**src/rtl/exe_mem_skid_reg_pkg.sv**
```systemverilog
// Shared defines for the EXE/MEM skid register: default widths and the
// occupancy FSM encoding.
package exe_mem_skid_reg_pkg;

    localparam int WORD_WIDTH           = 32;
    localparam int REG_FILE_ADDRESS_LEN = 4;
    localparam int STALL_CNT_W_DEF      = 16;

    typedef enum logic [1:0] {
        ST_EMPTY = 2'd0,
        ST_ONE   = 2'd1,
        ST_TWO   = 2'd2
    } skid_state_e;

    function automatic logic [1:0] occupancy_of(input skid_state_e s);
        case (s)
            ST_ONE:  return 2'd1;
            ST_TWO:  return 2'd2;
            default: return 2'd0;
        endcase
    endfunction

endpackage

```
**src/rtl/exe_mem_skid_reg_entry.sv**
```systemverilog
// One EXE/MEM pipeline entry: destination, control bits and data, loaded
// under an enable and cleared on reset.
module exe_mem_entry_reg #(
    parameter int WORD_WIDTH   = 32,
    parameter int REG_ADDR_LEN = 4
) (
    input  logic                    clk_i,
    input  logic                    rst_i,
    input  logic                    ld_i,
    input  logic [REG_ADDR_LEN-1:0] dst_i,
    input  logic                    mem_read_i,
    input  logic                    mem_write_i,
    input  logic                    wb_en_i,
    input  logic [WORD_WIDTH-1:0]   val_rm_i,
    input  logic [WORD_WIDTH-1:0]   alu_res_i,
    output logic [REG_ADDR_LEN-1:0] dst_o,
    output logic                    mem_read_o,
    output logic                    mem_write_o,
    output logic                    wb_en_o,
    output logic [WORD_WIDTH-1:0]   val_rm_o,
    output logic [WORD_WIDTH-1:0]   alu_res_o
);

    logic [REG_ADDR_LEN-1:0] dst_q;
    logic                    mem_read_q;
    logic                    mem_write_q;
    logic                    wb_en_q;
    logic [WORD_WIDTH-1:0]   val_rm_q;
    logic [WORD_WIDTH-1:0]   alu_res_q;

    always_ff @(posedge clk_i) begin
        if (rst_i) begin
            dst_q       <= '0;
            mem_read_q  <= 1'b0;
            mem_write_q <= 1'b0;
            wb_en_q     <= 1'b0;
            val_rm_q    <= '0;
            alu_res_q   <= '0;
        end else if (ld_i) begin
            dst_q       <= dst_i;
            mem_read_q  <= mem_read_i;
            mem_write_q <= mem_write_i;
            wb_en_q     <= wb_en_i;
            val_rm_q    <= val_rm_i;
            alu_res_q   <= alu_res_i;
        end
    end

    assign dst_o       = dst_q;
    assign mem_read_o  = mem_read_q;
    assign mem_write_o = mem_write_q;
    assign wb_en_o     = wb_en_q;
    assign val_rm_o    = val_rm_q;
    assign alu_res_o   = alu_res_q;

endmodule

```
**src/rtl/exe_mem_skid_reg.sv**
```systemverilog
// Two-entry EXE/MEM skid buffer: head (main) register feeds MEM directly,
// skid register absorbs one extra entry so in_ready can be fully registered.
module exe_mem_skid_reg #(
    parameter int WORD_WIDTH   = exe_mem_skid_reg_pkg::WORD_WIDTH,
    parameter int REG_ADDR_LEN = exe_mem_skid_reg_pkg::REG_FILE_ADDRESS_LEN,
    parameter int STALL_CNT_W  = exe_mem_skid_reg_pkg::STALL_CNT_W_DEF
) (
    input  logic                    clk,
    input  logic                    rst,
    input  logic                    flush,
    input  logic                    in_valid,
    output logic                    in_ready,
    input  logic [REG_ADDR_LEN-1:0] dst_in,
    input  logic                    mem_read_in,
    input  logic                    mem_write_in,
    input  logic                    wb_en_in,
    input  logic [WORD_WIDTH-1:0]   val_rm_in,
    input  logic [WORD_WIDTH-1:0]   alu_res_in,
    output logic                    out_valid,
    input  logic                    out_ready,
    output logic [REG_ADDR_LEN-1:0] dst_out,
    output logic                    mem_read_out,
    output logic                    mem_write_out,
    output logic                    wb_en_out,
    output logic [WORD_WIDTH-1:0]   val_rm_out,
    output logic [WORD_WIDTH-1:0]   alu_res_out,
    output logic [1:0]              occupancy,
    output logic [REG_ADDR_LEN-1:0] hz_dst0,
    output logic                    hz_wb0,
    output logic [REG_ADDR_LEN-1:0] hz_dst1,
    output logic                    hz_wb1,
    output logic [STALL_CNT_W-1:0]  stall_cnt
);
    import exe_mem_skid_reg_pkg::*;

    function automatic logic [STALL_CNT_W-1:0] sat_inc(input logic [STALL_CNT_W-1:0] v);
        if (&v) return v;
        return v + {{(STALL_CNT_W-1){1'b0}}, 1'b1};
    endfunction

    skid_state_e             state_q;
    logic                    in_ready_q;
    logic [STALL_CNT_W-1:0]  stall_cnt_q, stall_cnt_d;

    logic                    in_xfer, out_xfer;
    logic                    main_ld, skid_ld, main_from_skid;

    logic [REG_ADDR_LEN-1:0] main_dst_d, main_dst_q, skid_dst_q;
    logic                    main_mr_d, main_mr_q, skid_mr_q;
    logic                    main_mw_d, main_mw_q, skid_mw_q;
    logic                    main_wb_d, main_wb_q, skid_wb_q;
    logic [WORD_WIDTH-1:0]   main_rm_d, main_rm_q, skid_rm_q;
    logic [WORD_WIDTH-1:0]   main_alu_d, main_alu_q, skid_alu_q;

    assign in_ready  = in_ready_q;
    assign out_valid = (state_q != ST_EMPTY);
    assign in_xfer   = in_valid && in_ready_q;
    assign out_xfer  = out_valid && out_ready;

    // Head reloads from the input unless the skid entry is waiting behind it.
    always_comb begin
        main_from_skid = (state_q == ST_TWO);
        main_ld        = 1'b0;
        skid_ld        = 1'b0;
        if (!flush) begin
            case (state_q)
                ST_EMPTY: main_ld = in_xfer;
                ST_ONE: begin
                    main_ld = in_xfer && out_xfer;
                    skid_ld = in_xfer && !out_xfer;
                end
                ST_TWO:   main_ld = out_xfer;
                default: ;
            endcase
        end
        main_dst_d = main_from_skid ? skid_dst_q : dst_in;
        main_mr_d  = main_from_skid ? skid_mr_q  : mem_read_in;
        main_mw_d  = main_from_skid ? skid_mw_q  : mem_write_in;
        main_wb_d  = main_from_skid ? skid_wb_q  : wb_en_in;
        main_rm_d  = main_from_skid ? skid_rm_q  : val_rm_in;
        main_alu_d = main_from_skid ? skid_alu_q : alu_res_in;
    end

    always_ff @(posedge clk) begin
        if (rst) begin
            state_q    <= ST_EMPTY;
            in_ready_q <= 1'b1;
        end else if (flush) begin
            state_q    <= ST_EMPTY;
            in_ready_q <= 1'b1;
        end else begin
            case (state_q)
                ST_EMPTY: if (in_xfer) state_q <= ST_ONE;
                ST_ONE: begin
                    if (in_xfer && !out_xfer) begin
                        state_q    <= ST_TWO;
                        in_ready_q <= 1'b0;
                    end else if (out_xfer && !in_xfer) begin
                        state_q <= ST_EMPTY;
                    end
                end
                ST_TWO: begin
                    if (out_xfer) begin
                        state_q    <= ST_ONE;
                        in_ready_q <= 1'b1;
                    end
                end
                default: begin
                    state_q    <= ST_EMPTY;
                    in_ready_q <= 1'b1;
                end
            endcase
        end
    end

    // Back-pressure counter ignores flush so stalls stay visible across it.
    always_comb begin
        stall_cnt_d = stall_cnt_q;
        if (out_valid && !out_ready) stall_cnt_d = sat_inc(stall_cnt_q);
    end

    always_ff @(posedge clk) begin
        if (rst) stall_cnt_q <= '0;
        else     stall_cnt_q <= stall_cnt_d;
    end

    exe_mem_entry_reg #(.WORD_WIDTH(WORD_WIDTH), .REG_ADDR_LEN(REG_ADDR_LEN)) u_main (
        .clk_i(clk), .rst_i(rst), .ld_i(main_ld),
        .dst_i(main_dst_d), .mem_read_i(main_mr_d), .mem_write_i(main_mw_d),
        .wb_en_i(main_wb_d), .val_rm_i(main_rm_d), .alu_res_i(main_alu_d),
        .dst_o(main_dst_q), .mem_read_o(main_mr_q), .mem_write_o(main_mw_q),
        .wb_en_o(main_wb_q), .val_rm_o(main_rm_q), .alu_res_o(main_alu_q)
    );

    exe_mem_entry_reg #(.WORD_WIDTH(WORD_WIDTH), .REG_ADDR_LEN(REG_ADDR_LEN)) u_skid (
        .clk_i(clk), .rst_i(rst), .ld_i(skid_ld),
        .dst_i(dst_in), .mem_read_i(mem_read_in), .mem_write_i(mem_write_in),
        .wb_en_i(wb_en_in), .val_rm_i(val_rm_in), .alu_res_i(alu_res_in),
        .dst_o(skid_dst_q), .mem_read_o(skid_mr_q), .mem_write_o(skid_mw_q),
        .wb_en_o(skid_wb_q), .val_rm_o(skid_rm_q), .alu_res_o(skid_alu_q)
    );

    assign dst_out       = main_dst_q;
    assign mem_read_out  = main_mr_q && out_valid;
    assign mem_write_out = main_mw_q && out_valid;
    assign wb_en_out     = main_wb_q && out_valid;
    assign val_rm_out    = main_rm_q;
    assign alu_res_out   = main_alu_q;
    assign occupancy     = occupancy_of(state_q);
    assign hz_dst0       = main_dst_q;
    assign hz_wb0        = main_wb_q && out_valid;
    assign hz_dst1       = skid_dst_q;
    assign hz_wb1        = skid_wb_q && (state_q == ST_TWO);
    assign stall_cnt     = stall_cnt_q;

endmodule
```
**config.mk**
```make
export PLATFORM = sky130hd
export DESIGN_NAME = exe_mem_skid_reg
export DESIGN_NICKNAME = d
export VERILOG_FILES = /design/src/rtl/exe_mem_skid_reg_pkg.sv /design/src/rtl/exe_mem_skid_reg_entry.sv /design/src/rtl/exe_mem_skid_reg.sv
export SDC_FILE = /design/constraint.sdc
export NUM_CORES = 1
export LEC_CHECK = 0
export ABC_CLOCK_PERIOD_IN_PS = 3800
export BUFFER_PORTS_ARGS = -buffer_cell sky130_fd_sc_hd__buf_2
export CAP_MARGIN = 20
export CORE_MARGIN = 2
export CORE_UTILIZATION = 50
export DETAILED_ROUTE_END_ITERATION = 6
export GPL_ROUTABILITY_DRIVEN = 0
export HOLD_SLACK_MARGIN = 0.02
export PLACE_DENSITY_LB_ADDON = 0.2
export SLEW_MARGIN = 15
export SYNTH_ARGS = -nofsm -noshare
export SYNTH_HDL_FRONTEND = slang
export SYNTH_SLANG_ARGS = --single-unit
```
**constraint.sdc**
```tcl
create_clock -name clk -period 3.8 [get_ports clk]
set_input_delay 0.19 -clock clk [delete_from_list [all_inputs] [get_ports clk]]
set_output_delay 0.19 -clock clk [all_outputs]
set_load 0.02 [all_outputs]
```
---- Yosys cells after proc, flatten, opt, wreduce, memory -nomap -nowiden ----
Cells that the tools add are included.
storage, ports and cells
  register bits ........................... 161
  input bits .............................. 76
  output and inout port bits .............. 101
operators by class
  add/sub/neg operators ................... 1
  equal/unequal tests ..................... 7
  muxes and demuxes ....................... 22
  bitwise logic cells ..................... 1
  reduce and logical (&&, ||, !) cells .... 20
operators with widths
  cell                   count
  $mux 32                2
  $add 16x1->16 const B  1
  $mux 16                1
  $reduce_and 16->1      1
  $logic_and 1x1->1      10
  $mux 1                 10
  $mux 2                 4
  $ne 2x2->1 const B     4
  $pmux 1 s3             2
  $pmux 2 s3             1
  $reduce_and 3->1       2
  $mux 4                 1
  $pmux 2 s2             1
  $logic_not 1->1        3
  $ne 3x3->1 const B     1
  $eq 2x1->1 const B     1
  $eq 2x2->1 const B     1
  $logic_not 2->1        1
  $reduce_and 2->1       1
  $reduce_bool 2->1      1
  $reduce_or 2->1        1
  $not 1->1              1

---- Longest topological paths before layout ----
  depth after elaboration ................. 6
  mapped depth ............................ 11
  mapped depth without buffers ............ 8

---- Modules after synthesis ----
A second synthesis with hierarchy kept.
unflattened totals
  cells, all modules ...................... 675
  area, all modules ....................... 7080.5 sq um
by module, submodules not included
  module             instances  cells each  area an instance (sq um)  sequential area each (sq um)
  exe_mem_entry_reg  2          229         2546.2                    1421.4
  exe_mem_skid_reg   1          217         1988.2                    380.4

---- Worst setup path after synthesis ----
OpenSTA, ideal clock, no wires.
  kind .................................... reg-to-reg
  from .................................... register state_q[1]
  to ...................................... register u_main.alu_res_q[10], in the netlist u_main.alu_res_o[10]
  data arrival time ....................... 1.859 ns
  required time ........................... 3.679 ns
  path slack .............................. 1.820 ns
  stages on the path, launching flop included .. 11
  period minus slack after synthesis ...... 1.980 ns
  path through ............................ dfxtp_1 > buf_4 > nor2_1 > nor2b_1 > ha_1 > nand2_1 > a21o_1 > a21o_1 > buf_6 > buf_6 > mux2_4
on the way
  cells in the longest elaborated chain, start to end .. 5
  elaborated cells on any way between the ends .. 9
ends and longest elaborated chain
  element                 RTL line                      text
  from (decl)             exe_mem_skid_reg.sv:41        skid_state_e state_q;
  from (signal assigned)  exe_mem_skid_reg.sv:86        state_q <= ST_EMPTY;
  from (signal assigned)  exe_mem_skid_reg.sv:89        state_q <= ST_EMPTY;
  from (signal assigned)  exe_mem_skid_reg.sv:93        ST_EMPTY: if (in_xfer) state_q <= ST_ONE;
  $reduce_bool 2->1       exe_mem_skid_reg.sv:56        assign out_valid = (state_q != ST_EMPTY);
  $logic_and 1x1->1       exe_mem_skid_reg.sv:58        assign out_xfer = out_valid && out_ready;
  $logic_and 1x1->1       exe_mem_skid_reg.sv:69        main_ld = in_xfer && out_xfer;
  $pmux 1 s3              exe_mem_skid_reg.sv:66        case (state_q)
  $mux 1                  exe_mem_skid_reg.sv:65        if (!flush) begin
  to (signal assigned)    exe_mem_skid_reg_entry.sv:45  alu_res_q <= alu_res_i;
  to (decl)               exe_mem_skid_reg_entry.sv:29  logic [WORD_WIDTH-1:0] alu_res_q;
Several ways; a longest one is shown, not always the timed one.
A chain may end at the register's enable or synchronous reset.

---- Worst setup path in the final report ----
  from .................................... register state_q[1]
  to ...................................... register u_main.alu_res_q[28], in the netlist u_main.alu_res_o[28]
The elaborated chain is that of the path after synthesis.

==> metrics.txt <==
# TYPE chip_impl_metric gauge
chip_impl_metric{name="period_utilisation_layout",unit="%"} 71.2
chip_impl_metric{name="i_o_pin_count",unit=""} 177
chip_impl_metric{name="clk_slew_on_worst_s_h_paths",unit="ps"} 60
chip_impl_info{name="final_cell_mix",value="175 x sky130_fd_sc_hd__buf_2, 161 x sky130_fd_sc_hd__dfxtp_1, 155 x sky130_fd_sc_hd__nand2_1, 83 x sky130_fd_sc_hd__nor2_1, 82 x sky130_fd_sc_hd__a21oi_1"} 1
chip_impl_metric{name="timing.hold.ws",unit="ps"} 37.1
chip_impl_metric{name="post_route_cells_drive_above_1_share",unit="%"} 28.5
chip_impl_metric{name="drt_pre_antenna_iters",unit=""} 4
chip_impl_metric{name="fin_util",unit="%"} 65.2
chip_impl_info{name="rsz0062_at_grt",value="false"} 1
chip_impl_metric{name="io_buffer_count",unit=""} 176
chip_impl_metric{name="critPathBufInv",unit=""} 1
chip_impl_metric{name="route.vias.total",unit=""} 6267
chip_impl_metric{name="fp.dieW",unit="um"} 128
chip_impl_metric{name="nets",unit=""} 1129
chip_impl_metric{name="timing.final.setup_violations",unit=""} 0
chip_impl_metric{name="p_leak",unit="uW"} 0.00421
chip_impl_metric{name="synth_enable_flop_cells",unit=""} 0
chip_impl_metric{name="max_slew_margin",unit="%"} 52.1
chip_impl_info{name="crit_chain",value="nor2_1 > nor2b_1 > ha_1 > nand2_1 > a21o_1 > a21o_4 > buf_4 > mux2_4"} 1
chip_impl_metric{name="dpl_worst_slack",unit="ps"} 1070
chip_impl_metric{name="vias_in_the_first_global_route",unit=""} 5879
chip_impl_metric{name="clk-insertion-delay-late",unit="ps"} 420
chip_impl_metric{name="rrSetupSlack",unit="ps"} 1090
chip_impl_metric{name="max_cap_viol_count",unit=""} 0
chip_impl_metric{name="detail_route.vias_per_cell",unit=""} 5.01
chip_impl_metric{name="final.setup.tns",unit="ps"} 0
chip_impl_metric{name="tritoncts.num_buffers",unit=""} 17
chip_impl_metric{name="antennaDiodeCount",unit=""} 0
chip_impl_metric{name="grt_antenna_before_repair",unit=""} 0
chip_impl_metric{name="synth_cells",unit=""} 843
chip_impl_metric{name="synth.yosys.seq_area_share",unit="%"} 41.8
chip_impl_info{name="cp-start-kind",value="register"} 1
chip_impl_metric{name="report.final.slew_viol_count",unit=""} 0
chip_impl_metric{name="min_delay_path_depth",unit=""} 3
chip_impl_info{name="worst_hold_launch",value="val_rm_in[27]"} 1
chip_impl_metric{name="core_area",unit="um2"} 15100
chip_impl_metric{name="largest_net_degree_at_the_start_of_global_routing",unit=""} 100
chip_impl_metric{name="initialDrtViolationCount",unit=""} 279
chip_impl_metric{name="syn2layout_area_growth",unit="%"} 28.0
chip_impl_metric{name="cts_repair_resize_count",unit=""} 0
chip_impl_metric{name="detail_route.drc_violations",unit=""} 0
chip_impl_info{name="clk_root_buffer_cell",value="sky130_fd_sc_hd__clkbuf_16"} 1
chip_impl_metric{name="rr_worst_depth",unit=""} 8
chip_impl_info{name="hold-path-endpoint",value="u_skid.val_rm_o[27]$_SDFFE_PP0P_"} 1
chip_impl_metric{name="ir_worst_vdd",unit="uV"} 312
chip_impl_metric{name="die_area",unit="um2"} 16400
chip_impl_info{name="mostFrequentLayoutCell",value="sky130_fd_sc_hd__buf_2"} 1
chip_impl_metric{name="final_hold_viol_count",unit=""} 0
chip_impl_info{name="cts_tree",value="done"} 1
chip_impl_metric{name="synthDistinctLibCells",unit=""} 45
chip_impl_metric{name="cts_sinks",unit=""} 161
chip_impl_metric{name="required",unit="ps"} 4110
chip_impl_metric{name="synthesis.yosys.warnings",unit=""} 0
chip_impl_metric{name="detail_route.wl_per_cell",unit="um"} 14.1
chip_impl_metric{name="synth-seq-cells",unit=""} 161
chip_impl_metric{name="timing_worst_slew_pin_value",unit="ps"} 718
chip_impl_info{name="hp-class",value="in2reg"} 1
chip_impl_metric{name="synth.net_count",unit=""} 922
chip_impl_metric{name="maxClockFrequency",unit="MHz"} 370
chip_impl_info{name="run_status",value="completed"} 1
chip_impl_info{name="r2r_path_start",value="state_q[1]$_SDFFE_PP0P_"} 1
chip_impl_metric{name="synthesis.area",unit="um2"} 7720
chip_impl_metric{name="clock_tree.htree_level_count",unit=""} 4
chip_impl_metric{name="max-clock-path-buffers",unit=""} 2
chip_impl_metric{name="synth_async_sr_flop_share",unit="%"} 0
chip_impl_metric{name="finClkSkew",unit="ps"} 4.61
chip_impl_metric{name="first_pass_grt_wire_length",unit="mm"} 28.3
chip_impl_info{name="startpoint_to_endpoint_class_of_the_critical_path",value="reg2reg"} 1
chip_impl_metric{name="detailedPlacementHpwl",unit="mm"} 10.8
chip_impl_metric{name="rows",unit=""} 45
chip_impl_metric{name="syn-mean-instance-area",unit="um2"} 9.15
chip_impl_metric{name="grt_total_ovfl",unit=""} 0
chip_impl_metric{name="ant_nets",unit=""} 0
chip_impl_metric{name="route.final.wire_length",unit="mm"} 17.6
chip_impl_metric{name="initial_cell_density_of_the_core",unit="%"} 51.0
chip_impl_metric{name="globalRouteTotalUtil",unit="%"} 21.5
chip_impl_metric{name="postLayoutSetupSlackWorst",unit="ps"} 1090
chip_impl_metric{name="cp_slowest_stage_delay",unit="ps"} 580
chip_impl_info{name="cpLargestDelayFamily",value="compound AO/OA/AOI/OAI gates"} 1
chip_impl_info{name="r2r-end",value="u_main.alu_res_o[28]$_SDFFE_PP0P_"} 1
chip_impl_info{name="crit_path_end_kind",value="register"} 1
chip_impl_info{name="worst_path_max_delay_cell",value="sky130_fd_sc_hd__a21o_4"} 1
chip_impl_metric{name="critical_path_arrival",unit="ps"} 3020
chip_impl_metric{name="power_density",unit="nW/um2"} 400
chip_impl_info{name="ys.flop_type",value="sky130_fd_sc_hd__dfxtp_1"} 1
chip_impl_metric{name="floorplan.die.height",unit="um"} 128
chip_impl_metric{name="min_period",unit="ps"} 2710
chip_impl_metric{name="cp_max_fo",unit=""} 40
chip_impl_metric{name="num-fill-cells",unit=""} 1276
[worst max-delay path by stage]
| stage | start | to | depth (start not counted) |
|---|---|---|---|
| finish | state_q[1]$_SDFFE_PP0P_ | u_main.alu_res_o[28]$_SDFFE_PP0P_ | 8 |
| global route | state_q[1]$_SDFFE_PP0P_ | u_skid.alu_res_o[12]$_SDFFE_PP0P_ | 9 |
| CTS | state_q[1]$_SDFFE_PP0P_ | u_main.alu_res_o[28]$_SDFFE_PP0P_ | 8 |
| detailed placement | state_q[1]$_SDFFE_PP0P_ | u_main.alu_res_o[26]$_SDFFE_PP0P_ | 8 |
| global placement | state_q[1]$_SDFFE_PP0P_ | u_main.alu_res_o[25]$_SDFFE_PP0P_ | 8 |
| floorplan | state_q[1]$_SDFFE_PP0P_ | u_main.alu_res_o[10]$_SDFFE_PP0P_ | 10 |
[synth_stat cells (3+ instances only)]
master	count	area [um2]
sky130_fd_sc_hd__dfxtp_1	161	3220
sky130_fd_sc_hd__nand2_1	155	582
sky130_fd_sc_hd__nor2_1	83	312
sky130_fd_sc_hd__a21oi_1	82	410
sky130_fd_sc_hd__nor2b_1	79	494
sky130_fd_sc_hd__mux2i_1	69	691
sky130_fd_sc_hd__mux2_4	67	1010
sky130_fd_sc_hd__clkbuf_1	36	135
sky130_fd_sc_hd__buf_4	9	67.6
sky130_fd_sc_hd__inv_1	9	33.8
sky130_fd_sc_hd__mux2_2	9	101
sky130_fd_sc_hd__a211oi_1	8	60.1
sky130_fd_sc_hd__buf_2	8	40.0
sky130_fd_sc_hd__buf_6	8	90.1
sky130_fd_sc_hd__buf_1	5	18.8
sky130_fd_sc_hd__and2_1	4	25.0
sky130_fd_sc_hd__nor3_1	4	20.0
sky130_fd_sc_hd__ha_1	3	37.5
sky130_fd_sc_hd__nand2b_1	3	18.8
sky130_fd_sc_hd__nand4_2	3	37.5
sky130_fd_sc_hd__nor4_1	3	18.8
sky130_fd_sc_hd__o21ai_0	3	15.0
sky130_fd_sc_hd__o31ai_1	3	22.5
sky130_fd_sc_hd__or3_1	3	18.8
sky130_fd_sc_hd__or4_1	3	22.5
[per-stage QoR]
step	power, uW	instances	area [um2]
2_1_floorplan	2090	843	7720
3_3_place_gp	2200	1151	8610
3_5_place_dp	2210	1151	8610
4_1_cts	3980	1251	9880
5_1_grt	4100	1251	9880
6_report	3960	1251	9880
[power breakdown]
| part | switching, uW | internal [uW] | total [uW] |
|---|---|---|---|
| clock | 680 | 1050 | 1730 |
| combinational | 233 | 228 | 461 |
| sequential | 26.4 | 1740 | 1770 |
[registers in the layout, summed over array words and instances, names as in the netlist]
signal and count:
u_main.mem_read_o 1, u_main.mem_write_o 1, u_main.val_rm_o 32, u_skid.alu_res_o 32, u_main.wb_en_o 1, u_skid.wb_en_o 1
stall_cnt 16, u_main.dst_o 4, in_ready 1, state_q 2, u_skid.val_rm_o 32, u_skid.dst_o 4
u_skid.mem_read_o 1, u_main.alu_res_o 32, u_skid.mem_write_o 1
[cell type report]
cell class	instances	area [um2]	share of cell area, %
repair buffers	254	1670	16.9
flip-flops and latches	161	3220	32.6
well taps	188	235	2.38
clock buffers	22	454	4.60
inverters	9	33.8	0.342
multi-input cells	607	4130	41.8
clock inverters	10	135	1.37
[worst register-to-register path, cell delays in order (launching register included)]
cell and delay, ps:
sky130_fd_sc_hd__dfxtp_1 440, sky130_fd_sc_hd__nor2_1 300, sky130_fd_sc_hd__nor2b_1 110, sky130_fd_sc_hd__ha_1 190
sky130_fd_sc_hd__nand2_1 60, sky130_fd_sc_hd__a21o_1 170, sky130_fd_sc_hd__a21o_4 590, sky130_fd_sc_hd__buf_4 410
sky130_fd_sc_hd__mux2_4 330
[per-layer routing]
| layer | wire length [um] | share of wire, % | up-vias | GRT usage, % |
|---|---|---|---|---|
| li1 | - | - | 3218 | - |
| met1 | 8260 | 47 | 2877 | 26.7 |
| met2 | 8150 | 46 | 144 | 35.6 |
| met3 | 822 | 4.7 | 28 | 5.59 |
| met4 | 378 | 2.1 | 0 | 8.66 |
| met5 | 0 | 0 | - | 0 |
[cell families after synthesis]
logic type,count (synthesis),synth area share (%)
flops,161,41.8
compound gates,105,7.70
buf+inv,75,4.99
fa+ha+maj,3,0.486
simple gates,353,21.6
mux,146,23.4
[timing repair]
item / CTS / global route
endpoints found under the hold margin: 68 / 0
buffers inserted: 0 / 0
hold buffers: 68 / 0
Note: power is estimated with default switching activity, not from simulation.
